`src/rtl/keypad_scan_drv_pkg.sv`:
```
// Shared types and helpers for the 4x4 keypad scanner.
// The helpers count and locate asserted bits in the scan samples.
package keypad_scan_drv_pkg;

    localparam int KEY_W = 4;
    localparam int NCOL  = 4;
    localparam int NROW  = 4;

    typedef enum logic [1:0] {
        IDLE      = 2'd0,
        DEB_PRESS = 2'd1,
        HELD      = 2'd2,
        DEB_REL   = 2'd3
    } state_t;

    // Number of set bits, saturated at 2; above one only "many" matters.
    function automatic logic [1:0] count_sat(input logic [3:0] v);
        logic [2:0] n;
        n = '0;
        for (int i = 0; i < 4; i++) n = n + {2'b00, v[i]};
        return (n > 3'd2) ? 2'd2 : n[1:0];
    endfunction

    // Index of the lowest set bit.
    function automatic logic [1:0] low_index(input logic [3:0] v);
        logic [1:0] idx;
        idx = '0;
        for (int i = 3; i >= 0; i--) if (v[i]) idx = 2'(i);
        return idx;
    endfunction

endpackage

```
`src/rtl/keypad_scan_drv_ring_cnt.sv`:
```
// Rotating one-active ring counter; the active bit starts at bit 0 and
// moves one position up on every enabled clock.
module keypad_scan_drv_ring_cnt #(
    parameter int   BITS_NUM  = 4,
    parameter logic ACT_STATE = 1'b0
) (
    input  logic                clk,
    input  logic                rst,
    input  logic                ce,
    output logic [BITS_NUM-1:0] q
);

    localparam logic [BITS_NUM-1:0] CLEARED = {{(BITS_NUM-1){~ACT_STATE}}, ACT_STATE};

    always_ff @(posedge clk or posedge rst) begin
        if (rst)
            q <= CLEARED;
        else if (ce)
            q <= {q[BITS_NUM-2:0], q[BITS_NUM-1]};
    end

endmodule

```
`src/rtl/keypad_scan_drv.sv`:
```
// 4x4 keypad scanner: strobes columns, classifies whole frames and debounces
// them into a one-shot key-valid strobe plus a held-key level.
//
//   state     | meaning
//   IDLE      | no key accepted, waiting for a single-key frame
//   DEB_PRESS | counting identical single-key frames for cand
//   HELD      | key accepted and still down
//   DEB_REL   | counting empty frames before declaring release
module keypad_scan_drv
    import keypad_scan_drv_pkg::*;
#(
    parameter int DEBOUNCE_FRAMES = 3
) (
    input  logic             CLK,
    input  logic             CLR,
    input  logic             CE,
    input  logic [NROW-1:0]  ROW,
    output logic [NCOL-1:0]  COL,
    output logic [KEY_W-1:0] KEY,
    output logic             KV,
    output logic             PRESSED
);

    logic [NROW-1:0]  row_meta, row_sync;
    logic [1:0]       col_idx;
    logic [NROW-1:0]  row_low;
    logic [1:0]       cur_cnt, acc_cnt, frame_cnt;
    logic [2:0]       cnt_sum;
    logic [KEY_W-1:0] cur_key, acc_key, frame_key;
    logic             frame_end, frame_none, frame_single;

    state_t           state_q, state_d;
    logic [3:0]       cnt_q, cnt_d, cnt_inc;
    logic [KEY_W-1:0] cand_q, cand_d, key_d;
    logic             kv_d, pressed_d;

    keypad_scan_drv_ring_cnt #(
        .BITS_NUM (NCOL),
        .ACT_STATE(1'b0)
    ) u_col_ring (
        .clk(CLK),
        .rst(CLR),
        .ce (CE),
        .q  (COL)
    );

    // Synchronizer clears to all-high so reset never looks like a press.
    always_ff @(posedge CLK or posedge CLR) begin
        if (CLR) begin
            row_meta <= '1;
            row_sync <= '1;
        end else begin
            row_meta <= ROW;
            row_sync <= row_meta;
        end
    end

    assign col_idx   = low_index(~COL);
    assign row_low   = ~row_sync;
    assign cur_cnt   = count_sat(row_low);
    assign cur_key   = {low_index(row_low), col_idx};
    assign cnt_sum   = {1'b0, acc_cnt} + {1'b0, cur_cnt};
    assign frame_cnt = (cnt_sum > 3'd2) ? 2'd2 : cnt_sum[1:0];
    assign frame_key = (acc_cnt != 2'd0) ? acc_key : cur_key;
    assign frame_end = CE && (col_idx == 2'd3);
    assign frame_none   = (frame_cnt == 2'd0);
    assign frame_single = (frame_cnt == 2'd1);

    always_ff @(posedge CLK or posedge CLR) begin
        if (CLR) begin
            acc_cnt <= '0;
            acc_key <= '0;
        end else if (CE) begin
            if (frame_end) begin
                acc_cnt <= '0;
                acc_key <= '0;
            end else begin
                acc_cnt <= frame_cnt;
                if (acc_cnt == 2'd0)
                    acc_key <= cur_key;
            end
        end
    end

    assign cnt_inc = cnt_q + 4'd1;

    always_comb begin
        state_d   = state_q;
        cnt_d     = cnt_q;
        cand_d    = cand_q;
        key_d     = KEY;
        kv_d      = 1'b0;
        pressed_d = PRESSED;
        if (frame_end) begin
            case (state_q)
                IDLE: begin
                    if (frame_single) begin
                        state_d = DEB_PRESS;
                        cand_d  = frame_key;
                        cnt_d   = 4'd1;
                    end
                end
                DEB_PRESS: begin
                    if (frame_single && frame_key == cand_q) begin
                        cnt_d = cnt_inc;
                        if (cnt_inc == 4'(DEBOUNCE_FRAMES)) begin
                            state_d   = HELD;
                            key_d     = cand_q;
                            kv_d      = 1'b1;
                            pressed_d = 1'b1;
                        end
                    end else if (frame_single) begin
                        cand_d = frame_key;
                        cnt_d  = 4'd1;
                    end else begin
                        state_d = IDLE;
                    end
                end
                HELD: begin
                    if (frame_none) begin
                        state_d = DEB_REL;
                        cnt_d   = 4'd1;
                    end
                end
                DEB_REL: begin
                    if (frame_none) begin
                        cnt_d = cnt_inc;
                        if (cnt_inc == 4'(DEBOUNCE_FRAMES)) begin
                            state_d   = IDLE;
                            pressed_d = 1'b0;
                        end
                    end else begin
                        state_d = HELD;
                    end
                end
                default: state_d = IDLE;
            endcase
        end
    end

    always_ff @(posedge CLK or posedge CLR) begin
        if (CLR) begin
            state_q <= IDLE;
            cnt_q   <= '0;
            cand_q  <= '0;
            KEY     <= '0;
            KV      <= 1'b0;
            PRESSED <= 1'b0;
        end else begin
            state_q <= state_d;
            cnt_q   <= cnt_d;
            cand_q  <= cand_d;
            KEY     <= key_d;
            KV      <= kv_d;
            PRESSED <= pressed_d;
        end
    end

endmodule

```
`config.mk`:
```
export PLATFORM = sky130hd
export DESIGN_NAME = keypad_scan_drv
export DESIGN_NICKNAME = d
export VERILOG_FILES = /design/src/rtl/keypad_scan_drv_pkg.sv /design/src/rtl/keypad_scan_drv_ring_cnt.sv /design/src/rtl/keypad_scan_drv.sv
export SDC_FILE = /design/constraint.sdc
export NUM_CORES = 1
export LEC_CHECK = 0
export CAP_MARGIN = 10
export CELL_PAD_IN_SITES_DETAIL_PLACEMENT = 1
export CELL_PAD_IN_SITES_GLOBAL_PLACEMENT = 1
export CORE_UTILIZATION = 45
export DETAILED_ROUTE_END_ITERATION = 10
export GPL_TIMING_DRIVEN = 0
export MAX_ROUTING_LAYER = met4
export PLACE_DENSITY = 0.83
export SYNTH_ARGS = -nofsm -noshare
export SYNTH_HDL_FRONTEND = slang
export SYNTH_SLANG_ARGS = --single-unit
export TNS_END_PERCENT = 5
```
`constraint.sdc`:
```
create_clock -name CLK -period 3.9 [get_ports CLK]
set_input_delay 0.585 -clock CLK [delete_from_list [all_inputs] [get_ports CLK]]
set_output_delay 0.585 -clock CLK [all_outputs]
set_load 0.02 [all_outputs]
```
==> summary.md <==
| Metric | Value |
|---|---|
| Post-synthesis instance area | `1913 um2` |
| Routed wire length | `4.708 mm` |
| Layout Area Growth over Synthesis | `19.23%` |
| Wire length of the first global-routing pass | `7.838 mm` |
| Max rail drop VDD | `275.5 uV` |
| Clock latency at the later pin of the worst-skew pair | `0.30 ns` |
| Depth of the worst hold-timing path | `0` |
| Overall die area | `4516 um2` |
| Reg-to-Reg Start | `row_sync[3]` |
| Fraction of the cycle the final worst path needs | `94.54%` |
| Instance count after placement with tap cells included | `252` |
| Via Count | `approximately 1500` |
| Number of buffer cells added on primary ports | `15` |
| Fraction of synthesized cell area in xor and xnor cells | `2.747%` |
| Final core utilization | `56.61%` |
| Worst hold margin | `0.3561 ns` |
| Reg-to-reg critical path endpoint | `KEY[3]` |
| Diode count | `0` |
| Met3 capacity usage during global routing | `5.743%` |
| Worst relative slew slack | `36.65%` |
| Gate count after technology mapping | `186` |
| Share of async-settable or async-resettable flops after synthesis | `100.0%` |
| Top-area cell type share of the netlist area | `30.09%` |
| Critical Path RT | `4.08 ns` |
| Crit path kind | `flop to flop` |
| Via count of the first global-routing pass | `about 1600` |
| Dominant combinational cell family by area after synthesis | `compound AO/OA/AOI/OAI gates` |
| Final routed DRC violation total | `0` |
| Core Box Area | `4029 um2` |
| Number of fill cells in the layout | `462` |
| TritonRoute pass-1 iters | `4` |
| Met2 Resource Use GR | `42.13%` |
| CTS HTree Levels | `2` |
| Die outline width | `67.20 um` |
| TritonCTS Sinks | `34` |
| Synthesized-area fraction occupied by adder cells | `6.017%` |
| Via count normalized by instance count | `between 5 and 6` |
| Pin count of the biggest net entering global routing | `23` |
| Outcome | `finished clean` |
| Highest net fanout along the worst path | `5` |
| Leftover overflow at the end of global routing | `0` |
| Worst-case register-to-register setup slack | `0.21 ns` |
| Number of warnings issued by yosys | `0` |
| Kind of start point of the critical path | `flop` |
| Number of ports placed on the die boundary | `17` |
| Post-synth EDFFs | `0` |
| Worst Tran Pin Value | `0.9371 ns` |
| Top cell type by total area after synthesis | `sky130_fd_sc_hd__dfrtp_1` |
| Register bit count reported by yosys | `34` |
| Shortest period the worst path allows | `3.687 ns` |
| Global routing usage summed across all routing layers | `25.20%` |
| Number of antenna-violating nets in the routed design | `0` |
| First DRT Iteration DRCs | `slightly below 70` |
| Max Clock Skew | `between 0.01 and 0.015 ns` |
| Routed length per instance | `between 15 and 20 um` |
| Maximum buffer depth of the clock tree | `2` |
| Clock tree from TritonCTS | `built` |
| Initial Utilization | `a little under half` |
| Post-synthesis simple-gate area fraction | `15.96%` |
| Post-CTS Hold Buffers | `0` |
| Height of the die | `67.20 um` |
| Ys flop type | `sky130_fd_sc_hd__dfrtp_1` |
| Worst endpoint data arrival time | `3.86 ns` |
| Power per standard cell area | `457.8 nW/um2` |
| Crit end category | `flop` |
| GPL Wtd Cong | `0.8311` |
| Final Max Slew Viols | `0` |
| Beginning of the worst hold path | `row_meta[2]` |
| Num CTS Buffers | `5` |
| Class of the most critical hold timing path | `flop to flop` |
| Most Used Layer, Global Route | `met2` |
| Max-capacitance violation count | `0` |
| Master cell of the clock root buffer | `sky130_fd_sc_hd__clkbuf_8` |
| Detailed Place HPWL | `3.277 mm` |
| Worst hold path endpoint | `row_sync[2]` |
| Final count of negative-setup-slack endpoints | `0` |
| Initial antenna violation count | `0` |
| Clock-pin slew reported for the worst setup and hold paths after clock tree synthesis | `0.07 ns` |
| Net total in the final layout | `between 200 and 250` |
| Met1 global-route usage | `28.40%` |
| Area contributors post-synth | `sky130_fd_sc_hd__dfrtp_1 (30%), sky130_fd_sc_hd__dfstp_2 (15%), sky130_fd_sc_hd__ha_1 (3.9%)` |
| Cells on worst reg2reg path | `15` |
| Fin cells | `263` |
| Timing-limited maximum frequency | `271.2 MHz` |
| Final hold viol count | `0` |
| Mean cell area of the mapped netlist | `10.29 um2` |
| Share of synthesized area spent on multiplexers | `7.587%` |
| Complex-gate fraction of the synthesized area | `between 15 and 20%` |
| Layout cells sized above 1 | `23.47%` |
| Unique masters post-synth | `51` |
| Leakage power of the design | `about 0.95 nW` |
| Total nets after synthesis | `201` |
| Cell row count | `23` |
| Sequential cell area fraction in the yosys report | `45.19%` |
stage by stage:
step / total power, mW / worst slack, ns / setup TNS (ns) / instance area [um2]
finish: 1.044 / 0.2131 / 0 / 2281
global route: 1.104 / -0.03491 / -0.1161 / 2281
CTS: 1.036 / 0.0008207 / 0 / 2241
detailed placement: 0.7776 / -0.07580 / -0.2983 / 2153
global placement: 0.7490 / 0.09231 / 0 / 2126
floorplan: 0.6765 / 0.3272 / 0 / 1913
layout by cell type, fill, tap and decap left out, drive strengths merged, types with 2 or more instances in the layout:
cell	n
a211oi	2
a21oi	9
a31o	2
a31oi	4
a32oi	2
and2	4
buf	8
clkbuf	12
clkdlybuf4s50	15
dfrtp	23
dfstp	11
fa	2
ha	6
inv	20
mux2	8
mux2i	4
nand2	19
nand3	8
nand4	3
nor2	5
nor2b	3
nor3	3
nor4b	3
o211ai	3
o21ai	10
o22ai	3
o32a	2
or2	2
xnor2	3
xor2	3
worst max-delay path, stage by stage, from the launching register on:
cell and delay [ns]:
sky130_fd_sc_hd__dfstp_2 0.54, sky130_fd_sc_hd__inv_1 0.06, sky130_fd_sc_hd__fa_1 0.49, sky130_fd_sc_hd__ha_2 0.20, sky130_fd_sc_hd__inv_1 0.06, sky130_fd_sc_hd__ha_2 0.16
sky130_fd_sc_hd__and2_1 0.12, sky130_fd_sc_hd__ha_1 0.14, sky130_fd_sc_hd__inv_1 0.05, sky130_fd_sc_hd__fa_1 0.50, sky130_fd_sc_hd__and3_4 0.19, sky130_fd_sc_hd__and2_2 0.17
sky130_fd_sc_hd__nand3_2 0.12, sky130_fd_sc_hd__nor4b_4 0.32, sky130_fd_sc_hd__buf_6 0.16, sky130_fd_sc_hd__mux2_4 0.29
synth_stat cells, types with 2 or more instances:
library cell / count
sky130_fd_sc_hd__ha_1: 6
sky130_fd_sc_hd__mux2_4: 4
sky130_fd_sc_hd__o21ai_0: 10
sky130_fd_sc_hd__fa_1: 2
sky130_fd_sc_hd__mux2_2: 4
sky130_fd_sc_hd__nor4b_1: 2
sky130_fd_sc_hd__nor2_1: 5
sky130_fd_sc_hd__nand4_1: 3
sky130_fd_sc_hd__inv_1: 20
sky130_fd_sc_hd__nor3_1: 3
sky130_fd_sc_hd__buf_4: 2
sky130_fd_sc_hd__dfrtp_1: 23
sky130_fd_sc_hd__a21oi_1: 9
sky130_fd_sc_hd__dfstp_2: 11
sky130_fd_sc_hd__nor2b_1: 3
sky130_fd_sc_hd__xor2_1: 3
sky130_fd_sc_hd__mux2i_1: 4
sky130_fd_sc_hd__nand2_1: 19
sky130_fd_sc_hd__o22ai_1: 3
sky130_fd_sc_hd__and2_1: 2
sky130_fd_sc_hd__a31o_2: 2
sky130_fd_sc_hd__o211ai_1: 3
sky130_fd_sc_hd__a31oi_1: 4
sky130_fd_sc_hd__nand3_1: 8
sky130_fd_sc_hd__clkbuf_1: 3
sky130_fd_sc_hd__xnor2_1: 3
report_power, final:
part | leakage [nW] | switching (mW) | internal, mW | total, mW
combinational | 0.507 | 0.199 | 0.146 | 0.346
sequential | 0.402 | 0.0405 | 0.405 | 0.445
clock | 0.0395 | 0.127 | 0.127 | 0.253
sequential cells by signal, indices dropped and copies added, names as in the netlist:
register and count:
acc_cnt 2, row_sync 4, u_col_ring.q 4, cand_q 4, row_meta 4, KV 1
state_q 2, PRESSED 1, cnt_q 4, acc_key 4, KEY 4
logic make-up (layout without fill, tap and decap cells):
group                    after synthesis  in the layout
flip-flops                            34             34
AO/OA/AOI/OAI                         43             43
buffers and inverters                 28             55
multiplexers                          12             12
AND/OR/NAND/NOR                       55             55
XOR/XNOR                               6              6
adder cells (fa/ha/maj)                8              8
final cells by class:
cell class                 instances  area (um2)  area share [%]
multi-input combinational        124       947.2           41.52
tap                               50       62.56           2.743
sequential                        34       864.6           37.90
timing repair buffer              19       203.9           8.941
inverter                          20       75.07           3.291
buffer                             8       47.55           2.084
clock buffer                       8       80.08           3.511
layer usage:
layer / share of wire, % / routed length (um)
met5: 0 / 0
met4: 3.0 / 141
met3: 3.8 / 181
met2: 51 / 2424
met1: 42 / 1960
how the worst max path moves through the flow:
stage / slack [ns] / depth (start not counted) / end / from
floorplan: 0.33 / 14 / KEY[0] / row_sync[0]
global placement: 0.09 / 14 / KEY[1] / row_sync[0]
detailed placement: -0.08 / 14 / KEY[1] / row_sync[0]
CTS: 0.0008 / 14 / cand_q[0] / row_sync[0]
global route: -0.03 / 15 / KEY[1] / row_sync[3]
finish: 0.21 / 15 / KEY[3] / row_sync[3]
timing repair:
action,in CTS,in global routing
pin swaps,1,3
setup buffers,1,2
gates cloned,0,0
endpoints found under the setup margin,4,8
resized for setup,0,7
No activity file was read; power rests on OpenSTA's default activity.
